$ cat config.mk
export PLATFORM = sky130hd
export DESIGN_NAME = inta_sequencer_flat
export DESIGN_NICKNAME = d
export VERILOG_FILES = /design/src/rtl/inta_sequencer_if.sv /design/src/rtl/inta_sequencer.sv /design/src/flat_wrapper.sv
export SDC_FILE = /design/constraint.sdc
export NUM_CORES = 1
export LEC_CHECK = 0
export BUFFER_PORTS_ARGS = -buffer_cell sky130_fd_sc_hd__buf_2
export CORE_UTILIZATION = 50
export CTS_CLUSTER_DIAMETER = 150
export DETAILED_ROUTE_END_ITERATION = 16
export PLACE_DENSITY = 0.84
export SLEW_MARGIN = 20
export SYNTH_ARGS = -nofsm -noshare
export SYNTH_HDL_FRONTEND = slang
export SYNTH_SLANG_ARGS = --single-unit
$ cat constraint.sdc
create_clock -name clk -period 2.2 [get_ports clk]
set_clock_uncertainty 0.1 [all_clocks]
set_input_delay 0.22 -clock clk [delete_from_list [all_inputs] [get_ports clk]]
set_output_delay 0.22 -clock clk [all_outputs]
set_load 0.01 [all_outputs]
$ cat src/rtl/inta_sequencer_if.sv
// inta_sequencer_if: PIC-side strobe/data and vector-consumer handshake of the INTA sequencer.
interface inta_sequencer_if;
   logic       intr;
   logic       ie;
   logic [7:0] d;
   logic       vec_ready;
   logic       inta;
   logic [7:0] vector;
   logic       vec_valid;
   logic       busy;
   logic       cycle;
   modport master (input intr, ie, d, vec_ready, output inta, vector, vec_valid, busy, cycle);
   modport slave  (output intr, ie, d, vec_ready, input inta, vector, vec_valid, busy, cycle);
endinterface

$ cat src/rtl/inta_sequencer.sv
// inta_sequencer: issues the two-pulse INTA acknowledge to a PIC and captures the vector
// from the data bus at the end of the second pulse, holding it until the consumer accepts.
module inta_sequencer #(
   parameter int PULSE_LEN = 2,
   parameter int GAP_LEN   = 2
) (
   input logic clk,
   input logic rst_n,
   inta_sequencer_if.master bus
);
   localparam logic [2:0] IDLE = 3'd0, P1_LOW = 3'd1, GAP = 3'd2, P2_LOW = 3'd3, WAIT_ACK = 3'd4;
   localparam logic [3:0] PL = 4'(PULSE_LEN - 1);
   localparam logic [3:0] GL = 4'(GAP_LEN - 1);
   logic [2:0] state, nxt;
   logic [3:0] cnt, cnt_nxt;
   logic       s1, int_s;
   always_comb begin
      nxt     = state;
      cnt_nxt = cnt == 4'd0 ? 4'd0 : cnt - 4'd1;
      case (state)
         IDLE:     if (int_s && bus.ie) begin nxt = P1_LOW; cnt_nxt = PL; end
         P1_LOW:   if (cnt == 4'd0) begin nxt = GAP; cnt_nxt = GL; end
         GAP:      if (cnt == 4'd0) begin nxt = P2_LOW; cnt_nxt = PL; end
         P2_LOW:   if (cnt == 4'd0) nxt = WAIT_ACK;
         WAIT_ACK: if (bus.vec_ready) nxt = IDLE;
         default:  nxt = IDLE;
      endcase
   end
   // Outputs are registered from the next state so they change together with it.
   always_ff @(posedge clk or negedge rst_n) begin
      if (!rst_n) begin
         state         <= IDLE;
         cnt           <= 4'd0;
         s1            <= 1'b0;
         int_s         <= 1'b0;
         bus.inta      <= 1'b1;
         bus.vector    <= 8'h00;
         bus.vec_valid <= 1'b0;
         bus.busy      <= 1'b0;
         bus.cycle     <= 1'b0;
      end else begin
         state     <= nxt;
         cnt       <= cnt_nxt;
         s1        <= bus.intr;
         int_s     <= s1;
         bus.inta  <= !(nxt == P1_LOW || nxt == P2_LOW);
         bus.busy  <= nxt != IDLE;
         bus.cycle <= nxt == P2_LOW;
         if (state == P2_LOW && cnt == 4'd0) begin
            bus.vector    <= bus.d;
            bus.vec_valid <= 1'b1;
         end else if (state == WAIT_ACK && bus.vec_ready) begin
            bus.vec_valid <= 1'b0;
         end
      end
   end
endmodule

$ cat src/flat_wrapper.sv
// flat-port wrapper written by rule: the top's interface ports become plain ports
module inta_sequencer_flat 
#(
   parameter int PULSE_LEN = 2,
   parameter int GAP_LEN   = 2
)
  (clk, rst_n, bus_intr, bus_ie, bus_d, bus_vec_ready, bus_inta, bus_vector, bus_vec_valid, bus_busy, bus_cycle);
  inta_sequencer_if bus_i ();
  input logic clk;
  input logic rst_n;
  input wire logic [$bits(bus_i.intr)-1:0] bus_intr;
  input wire logic [$bits(bus_i.ie)-1:0] bus_ie;
  input wire logic [$bits(bus_i.d)-1:0] bus_d;
  input wire logic [$bits(bus_i.vec_ready)-1:0] bus_vec_ready;
  output wire logic [$bits(bus_i.inta)-1:0] bus_inta;
  output wire logic [$bits(bus_i.vector)-1:0] bus_vector;
  output wire logic [$bits(bus_i.vec_valid)-1:0] bus_vec_valid;
  output wire logic [$bits(bus_i.busy)-1:0] bus_busy;
  output wire logic [$bits(bus_i.cycle)-1:0] bus_cycle;
  assign bus_i.intr = bus_intr;
  assign bus_i.ie = bus_ie;
  assign bus_i.d = bus_d;
  assign bus_i.vec_ready = bus_vec_ready;
  assign bus_inta = bus_i.inta;
  assign bus_vector = bus_i.vector;
  assign bus_vec_valid = bus_i.vec_valid;
  assign bus_busy = bus_i.busy;
  assign bus_cycle = bus_i.cycle;
  inta_sequencer #(.PULSE_LEN(PULSE_LEN), .GAP_LEN(GAP_LEN)) u_core (.clk(clk), .rst_n(rst_n), .bus(bus_i));
endmodule
# == After elaboration in Yosys (flattened, before gate mapping) ==
# Index checks and enable logic that the tools add are counted.
# totals
reg_bits,21
in_bits,13
elab_cells,38
# classes
addsub,1
eq_ne,6
mux,12
n_reduce_logical,10
# op_table
op,count
$mux W3,5
$pmux W3 S5,1
$mux W4,3
$eq A3 B2 Y1 const B,3
$pmux W4 S2,1
$eq A3 B1 Y1 const B,2
$logic_not A4 Y1,1
$sub A4 B1 Y4 const B,1
$eq A3 B3 Y1 const B,1
$logic_and A1 B1 Y1,3
$logic_not A3 Y1,1
$reduce_bool A3 Y1,1
$mux W1,2
$reduce_bool A2 Y1,1
$reduce_or A2 Y1,1
$logic_not A1 Y1,1
$logic_or A1 B1 Y1,1

# == Logic depth before layout (Yosys ltp) ==
# logic_depth
word_depth,6
mapped_depth,6
ltp_nobuf,5

# == Least setup slack after synthesis ==
# No wires, ideal clock.
# synth_path
path_type,reg-to-reg
start,register u_core.cnt[0]
end,register u_core.bus.vector[0]
setup_time_ps,125
arrival_time_ps,1352
setup_slack_ps,623
path_stages_with_launch,7
cell_sequence,dfrtp_1 -> inv_1 -> ha_1 -> and4bb_4 -> nand3b_4 -> buf_6 -> mux2_4
# synth_between
elab_chain_cells,2
# synth_lines
item,line_no,source
start: declaration,inta_sequencer.sv:15,"logic [3:0] cnt, cnt_nxt;"
start signal: assignment,inta_sequencer.sv:43,cnt <= cnt_nxt;
$logic_not A4 Y1,inta_sequencer.sv:49,if (state == P2_LOW && cnt == 4'd0) begin
$logic_and A1 B1 Y1,inta_sequencer.sv:49,
end signal: assignment,inta_sequencer.sv:50,bus.vector <= bus.d;
end: declaration,inta_sequencer_if.sv:12,"modport master (input intr, ie, d, vec_ready, output inta, vector, vec_valid, busy, cycle);"
# No other way between the ends.
# A chain may end at the register's enable or synchronous reset.

# == Final worst setup path ==
# Same ends and word-level chain as after synthesis.

==> flow_summary.toml <==
[outcome]
status = "finished clean"

[timing]
setup_tns_ns = 0
tightest_slew_ns = 0.5783
slew_violations = 0
timing.hold.ws_ns = 0.03304
setup_viol = 0
hold_violations = 0
finalCritPeriodShare_pct = 76.77
fmax_ghz = 0.5921
slew_headroom_pct = 60.95
min_period_ns = 1.689
rsz0062_at_grt = "false"

[clock_tree]
postCtsSetupRepairBufs = 0
cts_root_buf = "clkbuf_4"
cts_max_path_buffers = 2
numCtsBuffers = 3
cts.repair.resized = 0
cts_tree = "built"
h-tree-depth = 1
path_clk_slew_ns = 0.11
ctsHoldBuffers = 2
numClockSinks = 21
clkLatencyLatePin_ns = 0.30

[synth]
synth_area_um2 = 939.7
syn_avg_cell_area_um2 = 13.62
ys_types = 25
seq_area_frac_synth_pct = 56.06
yosys.cell_count.top_type = "dfrtp_1"
synth_top_area_share_pct = 53.26
syn_inst = 69
synth_edf_count = 0
synth_area_leaders = "dfrtp_1 (53%), mux2_4 (13%), xnor2_1 (3.7%), buf_6 (3.6%), dfstp_2 (2.8%)"
syn_nets = 84
yosys_warnings = 0
synth_top_area_cell = "dfrtp_1"
ys.flop_type = "dfrtp_1"
synth_common_cells = "dfrtp_1 (20), mux2_4 (8), nand2_1 (5), nor2_1 (5), xnor2_1 (4)"
ys_ff_latch = 21
synthArstFlopShare_pct = 100.0

[power]
power_frac_comb_pct = 41.9
clockPowerShare_pct = 11.7
vdd_drop_max_uv = 743.2
cellLeakagePower_nw = 0.5575
p_sw_w = 0.0005377
power_density_mw_per_mm2 = 1395
internal_power_w = 0.0009883
pwr-share-seq_pct = 46.4
switching_share_pct = 35.23

[global_route]
track_usage_pct = 17.19
grt_pass1_vias = 537
antenna_found_initial = 0
grt_remaining_overflow = 0
grt_pass1_wl_um = 2387
grt_max_degree = 22

[critical_path]
worstSetupPathType = "register to register"
crit_required_ns = 2.30
startpoint_type = "register"
r2r.worst_path.cells = 5
end_kind = "register"
worstPathArrival_ns = 1.79
rr_startpoint = "u_core.cnt[0]"
r2r_slack_ns = 0.51
reg2reg_to = "u_core.bus.vector[0]"
critPathMaxFanout = 10

[floorplan]
fp.coreArea_mm2 = 0.001745
initial_core_util_pct = 53.84
top_level_ports = 25
dieArea_mm2 = 0.002057
rows = 15
die_w_um = 45.35
die_h_um = 45.35

[routing]
drt-pass1-iter-count = 2
via_count = 581
drcViolationCount = 0
wirelength_um = 1580
drt-initial-drc-count = 12
wl_per_cell_um = 13.28
routed_via_density = 4.882
antenna_left = 0

[worst_hold_path]
hold_end = "u_core.bus.vector[3]"
holdPathStages = 2
min_from = "bus_d[3]"
hp-class = "input port to register"

[final_layout]
fillers = 152
layout.nets = 110
seqCellArea_um2 = 526.8
multi_input_area_um2 = 360.3
design_area_mm2 = 0.001094
num_antenna_cells = 0
syn_to_final_growth_pct = 16.38
layout.cells.non_filler = 119
post_route_cells_drive_above_1_share_pct = 41.49

[place]
placed_cells = 113
port_buffers = 24
placed_cell_area_mm2 = 0.001046
gp_congestion = 0.8018
hpwl_um = 1188

[job]
cap_violations = 0
-- power groups by stage --
stage | clock, W | sequential, W | combinational, W
after global placement | 0 | 0.000707 | 0.000606
after floorplan | 0 | 0.000697 | 0.000499
after CTS | 0.000186 | 0.000708 | 0.000647
final | 0.000178 | 0.000708 | 0.000640
after detailed placement | 0 | 0.000717 | 0.000643
after global routing | 0.000199 | 0.000737 | 0.000701
-- final cells by class --
type                       count  area share [%]
multi-input combinational     41           32.95
tap                           25           2.860
timing repair buffer          26           12.81
sequential                    21           48.17
inverter                       2          0.6865
clock inverter                 1          0.4577
clock buffer                   3           2.059
-- critical path: stages, from the launching register on --
cell and delay [ns]:
dfrtp_1 0.39, inv_1 0.10, ha_1 0.18, and4bb_4 0.28, nand3b_4 0.20, mux2_4 0.35
-- worst max-delay path by stage --
stage / cells after the start / from / endpoint / slack [ns]
floorplan: 6 / u_core.cnt[0] / u_core.bus.vector[0] / 0.62
global placement: 5 / u_core.cnt[0] / u_core.bus.vector[7] / 0.58
detailed placement: 5 / u_core.cnt[0] / u_core.bus.vector[0] / 0.51
CTS: 5 / u_core.cnt[0] / u_core.bus.vector[0] / 0.50
global route: 5 / u_core.cnt[0] / u_core.bus.vector[5] / 0.43
finish: 5 / u_core.cnt[0] / u_core.bus.vector[0] / 0.51
-- through the flow --
step,worst slack [ns],total power [W],util (%)
final,0.5110,0.001526,62.65
after global routing,0.4272,0.001637,62.65
after CTS,0.5014,0.001541,62.65
after detailed placement,0.5083,0.001360,59.93
after global placement,0.5820,0.001314,59.93
after floorplan,0.6232,0.001196,-
-- routing by layer --
metal / wire (um) / global-route usage, % / up-vias
met2: 813 / 28.41 / 11
met4: 32 / 9.091 / 0
met3: 44 / 2.800 / 5
met5: 0 / 0 / -
met1: 690 / 21.58 / 281
li1: - / - / 284
-- registers in the layout, indices dropped and copies added, names as in the netlist --
name	count
u_core.bus.inta	1
u_core.int_s	1
u_core.bus.vec_valid	1
u_core.s1	1
u_core.cnt	4
u_core.bus.busy	1
u_core.bus.cycle	1
u_core.bus.vector	8
u_core.state	3
-- kinds of logic after synthesis --
kind of cell	count (synthesis)	synth area share, %
adder cells (fa/ha/maj)	2	2.663
AND/OR/NAND/NOR	18	11.85
multiplexers	9	13.85
XOR/XNOR	5	4.660
flip-flops	21	56.06
AO/OA/AOI/OAI	7	5.328
buffers and inverters	7	5.593
-- cells in the final DEF, fill, tap and decap left out, drive strengths merged, types with 2 or more instances in the layout --
cell type and instances:
buf 24, clkbuf 3, dfrtp 20, dlygate4sd3 2, ha 2, inv 2, mux2 8, nand2 5
nor2 5, nor3 3, o21ai 2, xnor2 4
No activity file was read; power rests on OpenSTA's default activity.
